`config.mk`:
```
export PLATFORM = sky130hd
export DESIGN_NAME = cbrt_stream_ctrl
export DESIGN_NICKNAME = d
export VERILOG_FILES = /design/src/rtl/cbrt_pkg.sv /design/src/rtl/cbrt_op_fifo.sv /design/src/rtl/cbrt_stream_ctrl.sv
export SDC_FILE = /design/constraint.sdc
export NUM_CORES = 1
export LEC_CHECK = 0
export CAP_MARGIN = 10
export CORE_ASPECT_RATIO = 0.7
export CORE_MARGIN = 5
export CORE_UTILIZATION = 52
export DETAILED_ROUTE_END_ITERATION = 10
export PLACE_DENSITY = 0.79
export SLEW_MARGIN = 20
export SYNTH_ARGS = -nofsm -noshare
export SYNTH_HDL_FRONTEND = slang
export SYNTH_SLANG_ARGS = --single-unit
```
`constraint.sdc`:
```
create_clock -name clk_i -period 1.9 [get_ports clk_i]
set_input_delay 0.285 -clock clk_i [delete_from_list [all_inputs] [get_ports clk_i]]
set_output_delay 0.285 -clock clk_i [all_outputs]
set_load 0.005 [all_outputs]
```
`src/rtl/cbrt_pkg.sv`:
```
// Shared types and constants for the cube-root stream controller.
// CBRT_RESULT_CHECK_EN adds the cube helper used by the result checker.
package cbrt_pkg;

  localparam int CBRT_DATA_W  = 8;
  localparam int BUSY_TIMEOUT = 2;

  typedef enum logic [1:0] {
    IDLE,
    ISSUE,
    WAIT_BUSY,
    WAIT_DONE
  } state_e;

`ifdef CBRT_RESULT_CHECK_EN
  localparam int CUBE_W = 3 * CBRT_DATA_W + 2;

  function automatic logic [CUBE_W-1:0] cube(input logic [CBRT_DATA_W:0] v);
    logic [CUBE_W-1:0] w;
    w = CUBE_W'(v);
    return w * w * w;
  endfunction
`endif

endpackage

```
`src/rtl/cbrt_op_fifo.sv`:
```
// Operand FIFO: extra pointer MSB distinguishes full from empty.
// Head is read combinationally so the in-flight operand stays visible until popped.
module cbrt_op_fifo #(
  parameter int DEPTH  = 4,
  parameter int DATA_W = 8
) (
  input  logic              clk_i,
  input  logic              rst_i,
  input  logic              push_i,
  input  logic [DATA_W-1:0] data_i,
  input  logic              pop_i,
  output logic              full_o,
  output logic              empty_o,
  output logic [DATA_W-1:0] head_o
);

  localparam int AW = $clog2(DEPTH);

  logic [AW:0]       wr_ptr_q, wr_ptr_d;
  logic [AW:0]       rd_ptr_q, rd_ptr_d;
  logic [DATA_W-1:0] mem_q [DEPTH];
  logic              do_push, do_pop;

  assign empty_o = (wr_ptr_q == rd_ptr_q);
  assign full_o  = (wr_ptr_q[AW] != rd_ptr_q[AW]) &&
                   (wr_ptr_q[AW-1:0] == rd_ptr_q[AW-1:0]);
  assign head_o  = mem_q[rd_ptr_q[AW-1:0]];

  assign do_push = push_i && !full_o;
  assign do_pop  = pop_i && !empty_o;

  always_comb begin
    wr_ptr_d = wr_ptr_q;
    rd_ptr_d = rd_ptr_q;
    if (do_push) wr_ptr_d = wr_ptr_q + 1'b1;
    if (do_pop)  rd_ptr_d = rd_ptr_q + 1'b1;
  end

  always_ff @(posedge clk_i or negedge rst_i) begin
    if (!rst_i) begin
      wr_ptr_q <= '0;
      rd_ptr_q <= '0;
    end else begin
      wr_ptr_q <= wr_ptr_d;
      rd_ptr_q <= rd_ptr_d;
    end
  end

  always_ff @(posedge clk_i) begin
    if (do_push) mem_q[wr_ptr_q[AW-1:0]] <= data_i;
  end

endmodule

```
`src/rtl/cbrt_stream_ctrl.sv`:
```
// Valid/ready front/back-end for the iterative cube-root core.
// Optional CBRT_RESULT_CHECK_EN adds a sticky err_o result checker.
module cbrt_stream_ctrl
  import cbrt_pkg::*;
#(
  parameter int DEPTH  = 4,
  parameter int DATA_W = CBRT_DATA_W
) (
  input  logic              clk_i,
  input  logic              rst_i,
  input  logic              s_valid_i,
  output logic              s_ready_o,
  input  logic [DATA_W-1:0] s_data_i,
  output logic              m_valid_o,
  input  logic              m_ready_i,
  output logic [DATA_W-1:0] m_data_o,
  output logic [DATA_W-1:0] m_src_o,
  output logic              core_start_o,
  output logic [DATA_W-1:0] core_x_o,
  input  logic              core_busy_i,
  input  logic [DATA_W-1:0] core_y_i
`ifdef CBRT_RESULT_CHECK_EN
  ,
  output logic              err_o
`endif
);

  localparam int TW = $clog2(BUSY_TIMEOUT + 1);

  logic              fifo_full, fifo_empty, fifo_pop;
  logic [DATA_W-1:0] fifo_head;

  state_e            state_q, state_d;
  logic [TW-1:0]     tmo_q, tmo_d;
  logic [DATA_W-1:0] core_x_q, core_x_d;
  logic              m_valid_q, m_valid_d;
  logic [DATA_W-1:0] m_data_q, m_data_d;
  logic [DATA_W-1:0] m_src_q, m_src_d;
  logic              capture, out_free;

  cbrt_op_fifo #(
    .DEPTH  (DEPTH),
    .DATA_W (DATA_W)
  ) u_fifo (
    .clk_i   (clk_i),
    .rst_i   (rst_i),
    .push_i  (s_valid_i),
    .data_i  (s_data_i),
    .pop_i   (fifo_pop),
    .full_o  (fifo_full),
    .empty_o (fifo_empty),
    .head_o  (fifo_head)
  );

  assign s_ready_o = !fifo_full;
  assign out_free  = !m_valid_q || m_ready_i;
  assign fifo_pop  = capture;

  always_comb begin
    state_d  = state_q;
    tmo_d    = tmo_q;
    core_x_d = core_x_q;
    capture  = 1'b0;
    case (state_q)
      IDLE: begin
        if (!fifo_empty && out_free && !core_busy_i) begin
          state_d  = ISSUE;
          core_x_d = fifo_head;
        end
      end
      ISSUE: begin
        state_d = WAIT_BUSY;
        tmo_d   = '0;
      end
      WAIT_BUSY: begin
        // A core that never raises busy dropped the start; try again.
        if (core_busy_i) state_d = WAIT_DONE;
        else if (tmo_q == TW'(BUSY_TIMEOUT - 1)) state_d = ISSUE;
        else tmo_d = tmo_q + 1'b1;
      end
      WAIT_DONE: begin
        if (!core_busy_i) begin
          capture = 1'b1;
          state_d = IDLE;
        end
      end
      default: state_d = IDLE;
    endcase
  end

  always_comb begin
    m_valid_d = m_valid_q;
    m_data_d  = m_data_q;
    m_src_d   = m_src_q;
    if (m_valid_q && m_ready_i) m_valid_d = 1'b0;
    if (capture) begin
      m_valid_d = 1'b1;
      m_data_d  = core_y_i;
      m_src_d   = fifo_head;
    end
  end

  always_ff @(posedge clk_i or negedge rst_i) begin
    if (!rst_i) begin
      state_q   <= IDLE;
      tmo_q     <= '0;
      core_x_q  <= '0;
      m_valid_q <= 1'b0;
      m_data_q  <= '0;
      m_src_q   <= '0;
    end else begin
      state_q   <= state_d;
      tmo_q     <= tmo_d;
      core_x_q  <= core_x_d;
      m_valid_q <= m_valid_d;
      m_data_q  <= m_data_d;
      m_src_q   <= m_src_d;
    end
  end

  // Gating with busy guarantees no start ever reaches a running core.
  assign core_start_o = (state_q == ISSUE) && !core_busy_i;
  assign core_x_o     = core_x_q;
  assign m_valid_o    = m_valid_q;
  assign m_data_o     = m_data_q;
  assign m_src_o      = m_src_q;

`ifdef CBRT_RESULT_CHECK_EN
  logic                   err_q, err_d;
  logic [DATA_W-1:0]      err_cnt_q, err_cnt_d;
  logic [CBRT_DATA_W:0]   y_ext, y_nxt;
  logic [CUBE_W-1:0]      x_ext;
  logic                   mismatch;

  always_comb begin
    y_ext     = (CBRT_DATA_W + 1)'(core_y_i);
    y_nxt     = y_ext + 1'b1;
    x_ext     = CUBE_W'(fifo_head);
    mismatch  = capture && !((cube(y_ext) <= x_ext) && (x_ext < cube(y_nxt)));
    err_d     = err_q || mismatch;
    err_cnt_d = err_cnt_q;
    if (mismatch && (err_cnt_q != {DATA_W{1'b1}})) err_cnt_d = err_cnt_q + 1'b1;
  end

  always_ff @(posedge clk_i or negedge rst_i) begin
    if (!rst_i) begin
      err_q     <= 1'b0;
      err_cnt_q <= '0;
    end else begin
      err_q     <= err_d;
      err_cnt_q <= err_cnt_d;
    end
  end

  assign err_o = err_q;
`endif

endmodule
```
### After elaboration in Yosys (flattened, before gate mapping)

Memories as Yosys holds them, arrays and structs flattened.
Cells that the tools add are included.
W data, S select, Z words.

* $add $sub $neg: 3
* equality and inequality tests: 12
* mux-type cells: 14
* reduce and logical (&&, ||, !) cells: 18

Operators by type and width (count)
* $mux W2: 6
* $ne A2 B2 Y1 const B: 4
* $pmux W2 S4: 1
* $logic_and A1 B1 Y1: 7
* $add A3 B1 Y3 const B: 2
* $mux W1: 6
* $reduce_and A3 Y1: 2
* $eq A2 B1 Y1 const B: 2
* $eq A2 B2 Y1 const B: 2
* $logic_not A1 Y1: 4
* $pmux W2 S2: 1
* $reduce_bool A2 Y1: 2
* $eq A3 B3 Y1: 1
* $ne A3 B3 Y1 const B: 1
* $add A2 B1 Y2 const B: 1
* $eq A2 B2 Y1: 1
* $logic_not A2 Y1: 1
* $reduce_and A2 Y1: 1
* $logic_or A1 B1 Y1: 1
* $ne A1 B1 Y1: 1

* flip-flop bits (word level): 35
* memory bits (writable): 32
* bits of input ports: 21
* output and inout port bits: 27
* memories kept: 1

Memory list
* u_fifo.mem_q: words 4, width 8, read ports 1, clocked after Yosys merged registers in 0, write ports 1, RTL line cbrt_op_fifo.sv:21 `logic [DATA_W-1:0] mem_q [DEPTH];`

### Depth between registers and ports, before layout

* depth in word-level cells: 6
* mapped depth: 6

### Cells and area by module

A second synthesis with hierarchy kept.

* cells, all modules: 172
* area total of the unflattened synthesis: 2890.3 µm²

Modules (own cells, without submodules)
* cbrt_op_fifo: times used 1, cells each 90, area an instance 1657.8 µm²
* cbrt_stream_ctrl: times used 1, cells each 82, area an instance 1232.4 µm²

### Worst setup path after synthesis

No wires, ideal clock.

* path type: reg2reg
* from: register u_fifo.rd_ptr_q[0]
* to: memory u_fifo.mem_q[3][0] (enable)
* setup time: 0.339 ns
* data arrival time: 1.187 ns
* setup slack: 0.373 ns
* stages on the path, launching flop included: 5
* path buffers: 1
* cells stage by stage: dfrtp_1 > buf_6 > xnor2_2 > nand3b_1 > and3_1

* longest elaborated chain between the ends: 6

Ends and longest elaborated chain
* start, declared: RTL line cbrt_op_fifo.sv:20 `logic [AW:0] rd_ptr_q, rd_ptr_d;`
* start signal, assigned: RTL line cbrt_op_fifo.sv:45 `rd_ptr_q <= rd_ptr_d;`
* $eq A2 B2 Y1: RTL line cbrt_op_fifo.sv:26 `(wr_ptr_q[AW-1:0] == rd_ptr_q[AW-1:0]);`
* $logic_and A1 B1 Y1: RTL line cbrt_op_fifo.sv:25 `assign full_o = (wr_ptr_q[AW] != rd_ptr_q[AW]) &&`
* $logic_not A1 Y1
* net s_ready_o: RTL line cbrt_stream_ctrl.sv:12 `output logic s_ready_o,`
* $logic_and A1 B1 Y1: RTL line cbrt_op_fifo.sv:29 `assign do_push = push_i && !full_o;`
* $mux W1: RTL line cbrt_op_fifo.sv:50 `if (do_push) mem_q[wr_ptr_q[AW-1:0]] <= data_i;`
* $mux W1 (implied by the code): RTL line cbrt_op_fifo.sv:50
* end, declared: RTL line cbrt_op_fifo.sv:21

The timed path passes the listed nets, and every way through them passes these cells.

### Worst setup path in the final report

* from: register u_fifo.rd_ptr_q[0]
* to: output port s_ready_o

* longest elaborated chain between the ends: 3

Ends and longest elaborated chain
* $eq A2 B2 Y1: RTL line cbrt_op_fifo.sv:26
* $logic_and A1 B1 Y1: RTL line cbrt_op_fifo.sv:25
* $logic_not A1 Y1: RTL line cbrt_stream_ctrl.sv:55 `assign s_ready_o = !fifo_full;`
* end, declared: RTL line cbrt_stream_ctrl.sv:12

No other way between the ends.

==> impl_metrics.env <==
export IMPL_antennaDiodeCount=0
export IMPL_syn_instance_count=154
export IMPL_num_vias=1530
export IMPL_fmax_mhz=553
export IMPL_drv_cap=0
export IMPL_synth_edff_count=32
export IMPL_cp_slowest_stage_delay_ns=0.44
export IMPL_dieArea_sq_mm=0.00691
export IMPL_setup_tns_ns=0
export IMPL_tightestPinTransition_ns=0.428
export IMPL_status="completed"
export IMPL_wl_um=5180
export IMPL_startpoint_type="register"
export IMPL_path_clk_slew_ns=0.07
export IMPL_arrival_ns=1.52
export IMPL_holdCritPathClass="in -> async"
export IMPL_syn2layout_area_growth_pct=30.2
export IMPL_viasPerCell=5.20
export IMPL_drtIter0Drc=36
export IMPL_drive_above_1_share_pct=26.6
export IMPL_ys_top_cells_by_count="dfrtp_1, edfxtp_1, mux2_2, mux2_4, mux4_1"
export IMPL_clk_latency_ns=0.34
export IMPL_yosysWarningCount=0
export IMPL_synthDistinctLibCells=26
export IMPL_cp_max_fo=3
export IMPL_grt_usage_pct=16.4
export IMPL_avgRoutedWirePerCell_um=17.6
export IMPL_seq_power_share_pct=40.5
export IMPL_rows=22
export IMPL_switching_share_pct=28.5
export IMPL_cts_hold_buf=0
export IMPL_powerDensity_mw_per_mm2=1650
export IMPL_cp_slowest_cell="dfrtp_1"
export IMPL_internal_power_mw=4.25
export IMPL_ios=48
export IMPL_p_switching_mw=1.70
export IMPL_cts_root_buffer="clkbuf_8"
export IMPL_seq_area_frac_synth_pct=66.3
export IMPL_portBuffers=47
export IMPL_ant_nets=0
export IMPL_grt_antenna_before_repair=0
export IMPL_final_nets=244
export IMPL_finalHoldViolations=0
export IMPL_yosysMostFrequentCell="dfrtp_1"
export IMPL_ys_seq_elements=67
export IMPL_hpwl_um=3820
export IMPL_min_period_over_period_pct=95.2
export IMPL_async_reset_ff_share_pct=52.2
export IMPL_clk_path_buf_depth=2
export IMPL_synth_avg_cell_area_sq_um=18.0
export IMPL_fin_crit_ns=1.81
export IMPL_die_w_um=97.2
export IMPL_firstDrtPassIters=4
export IMPL_cp_data_required_time_ns=1.62
export IMPL_yosys_most_used_dff="dfrtp_1"
export IMPL_p_clk_share_pct=21.3
export IMPL_place_ws_ns=0.148
export IMPL_peakVddDrop_uv=929
export IMPL_netlist_top_cells_area="edfxtp_1, dfrtp_1, mux4_1"
export IMPL_worst_slack_ns=0.0913
export IMPL_synth_top_area_share_pct=34.7
export IMPL_reg2reg_slack_ns=0.16
export IMPL_cp_end_kind="output port"
export IMPL_htreeDepth=3
export IMPL_leakage_nw=1.47
export IMPL_critical_path_class="reg -> out"
export IMPL_core_sq_mm=0.00520
export IMPL_grt_pass1_wl_um=8650
export IMPL_place_congestion=0.746
export IMPL_synth_top_cell_by_area="edfxtp_1"
export IMPL_grt_overflow=0
export IMPL_finClkSkew_ns=0.00452
export IMPL_worstPathCellList="xnor2_2 -> nand3b_1 -> dlygate4sd2_1"
export IMPL_syn_num_nets=181
export IMPL_syn_cell_area_sq_mm=0.00277
export IMPL_grt_pass1_vias=1704
export IMPL_slew_headroom_pct=71.5
export IMPL_dieHeight_um=71.1
export IMPL_drc=0
export IMPL_rsz0062_at_grt="false"
export IMPL_cts_made_buffers=9
export IMPL_maxSlewViolCount=0
export IMPL_clock_sinks=67
export IMPL_tritoncts="done"
export IMPL_grt_start_max_net_pins=36
export IMPL_floorplan_initialDensity_pct=53.2
export IMPL_setup_viol=0
export IMPL_pwr_share_comb_pct=38.2
[critical path: cells and delay by family, from the launching register on]
| kind | cells | cell delay [ns] |
|---|---|---|
| DFF | 1 | 0.44 |
| buffers and inverters | 1 | 0.31 |
| xor gates and xnor gates | 1 | 0.25 |
| and+or+nand+nor | 1 | 0.18 |
[layer usage]
layer  vias up  part of all wire [%]  GRT usage, %
met5         -                     0             0
met3         9                   5.2          6.31
met1       776                    43          19.4
met2        39                    50          28.1
met4         0                   1.6          5.53
li1        706                     -             -
[per-stage QoR]
| step | power (mW) | hold WS (ns) | cells | utilization (%) | instance area [sq um] |
|---|---|---|---|---|---|
| final | 5.95 | 0.340 | 294 | 69.3 | 3610 |
| after global routing | 6.30 | 0.384 | 294 | 69.3 | 3610 |
| after CTS | 6.01 | 0.351 | 294 | 69.3 | 3600 |
| after detailed placement | 4.67 | 0.483 | 276 | 64.6 | 3360 |
| after global placement | 4.52 | 0.482 | 276 | 64.6 | 3360 |
| after floorplan | 3.63 | -0.0106 | 154 | - | 2770 |
[what timing repair did]
action	4_1_cts	5_1_grt
pin swaps	0	0
buffers inserted	2	0
setup endpoints to repair	2	1
gates cloned	0	0
gates resized for setup	5	1
[placed cells by master, fill, tap and decap left out, types with 3 or more instances in the layout]
cell type        netlist  routed
xnor2_2                2       3
edfxtp_1              32      32
inv_1                  3       3
buf_4                  0      10
nor3_1                 3       3
clkdlybuf4s50_1        0      46
mux4_1                 8       8
mux2_2                18      18
o21ai_0                4       4
and3_1                 5       5
mux2_4                 8       8
ha_1                   6       6
clkbuf_8               0      10
nand2b_1               3       3
dfrtp_2                0       4
dfrtp_1               35      31
nand2_1                6       6
[power groups by stage]
stage	combinational, mW	clock (mW)	sequential [mW]
2_1_floorplan	1.30	0	2.34
3_3_place_gp	2.12	0	2.40
3_5_place_dp	2.23	0	2.45
4_1_cts	2.31	1.29	2.41
5_1_grt	2.47	1.36	2.47
6_report	2.28	1.27	2.41
[kinds of logic (layout without fill, tap and decap cells)]
kind of cell	after synthesis	after routing	synth area share, %
buffers and inverters	9	77	2.17
and+or+nand+nor	23	23	4.83
muxes	36	36	20.0
xor gates and xnor gates	7	7	2.76
adders and majority gates	6	6	2.71
AOI/OAI and AO/OA	6	6	1.26
DFF	67	67	66.3
[final timing paths]
path | end | cells after the start | from
worst min register to register | m_data_o[2] | 1 | m_data_o[2]
worst max-delay path | s_ready_o | 3 | u_fifo.rd_ptr_q[0]
worst min-delay path | u_fifo.wr_ptr_q[0] | 2 | rst_i
min in group clk_i | m_data_o[2] | 1 | m_data_o[2]
max in group asynchronous | state_q[1] | 2 | rst_i
worst max register to register | u_fifo.mem_q[0][2] | 4 | u_fifo.wr_ptr_q[2]
[sequential cells by signal (all words and copies together), names as in the netlist]
| register | cells |
|---|---|
| u_fifo.rd_ptr_q | 3 |
| u_fifo.wr_ptr_q | 3 |
| m_valid_o | 1 |
| tmo_q | 2 |
| m_src_o | 8 |
| core_x_o | 8 |
| m_data_o | 8 |
| state_q | 2 |
| u_fifo.mem_q | 32 |
[area by class of cell]
class                      instances  area (sq um)
sequential                        67          1840
fill                             319          1600
multi-input combinational         78           881
timing repair buffer              58           564
clock buffer                      11           141
tap                               72          90.1
clock inverter                     5          76.3
inverter                           3          11.3
No activity file was read; power rests on OpenSTA's default activity.
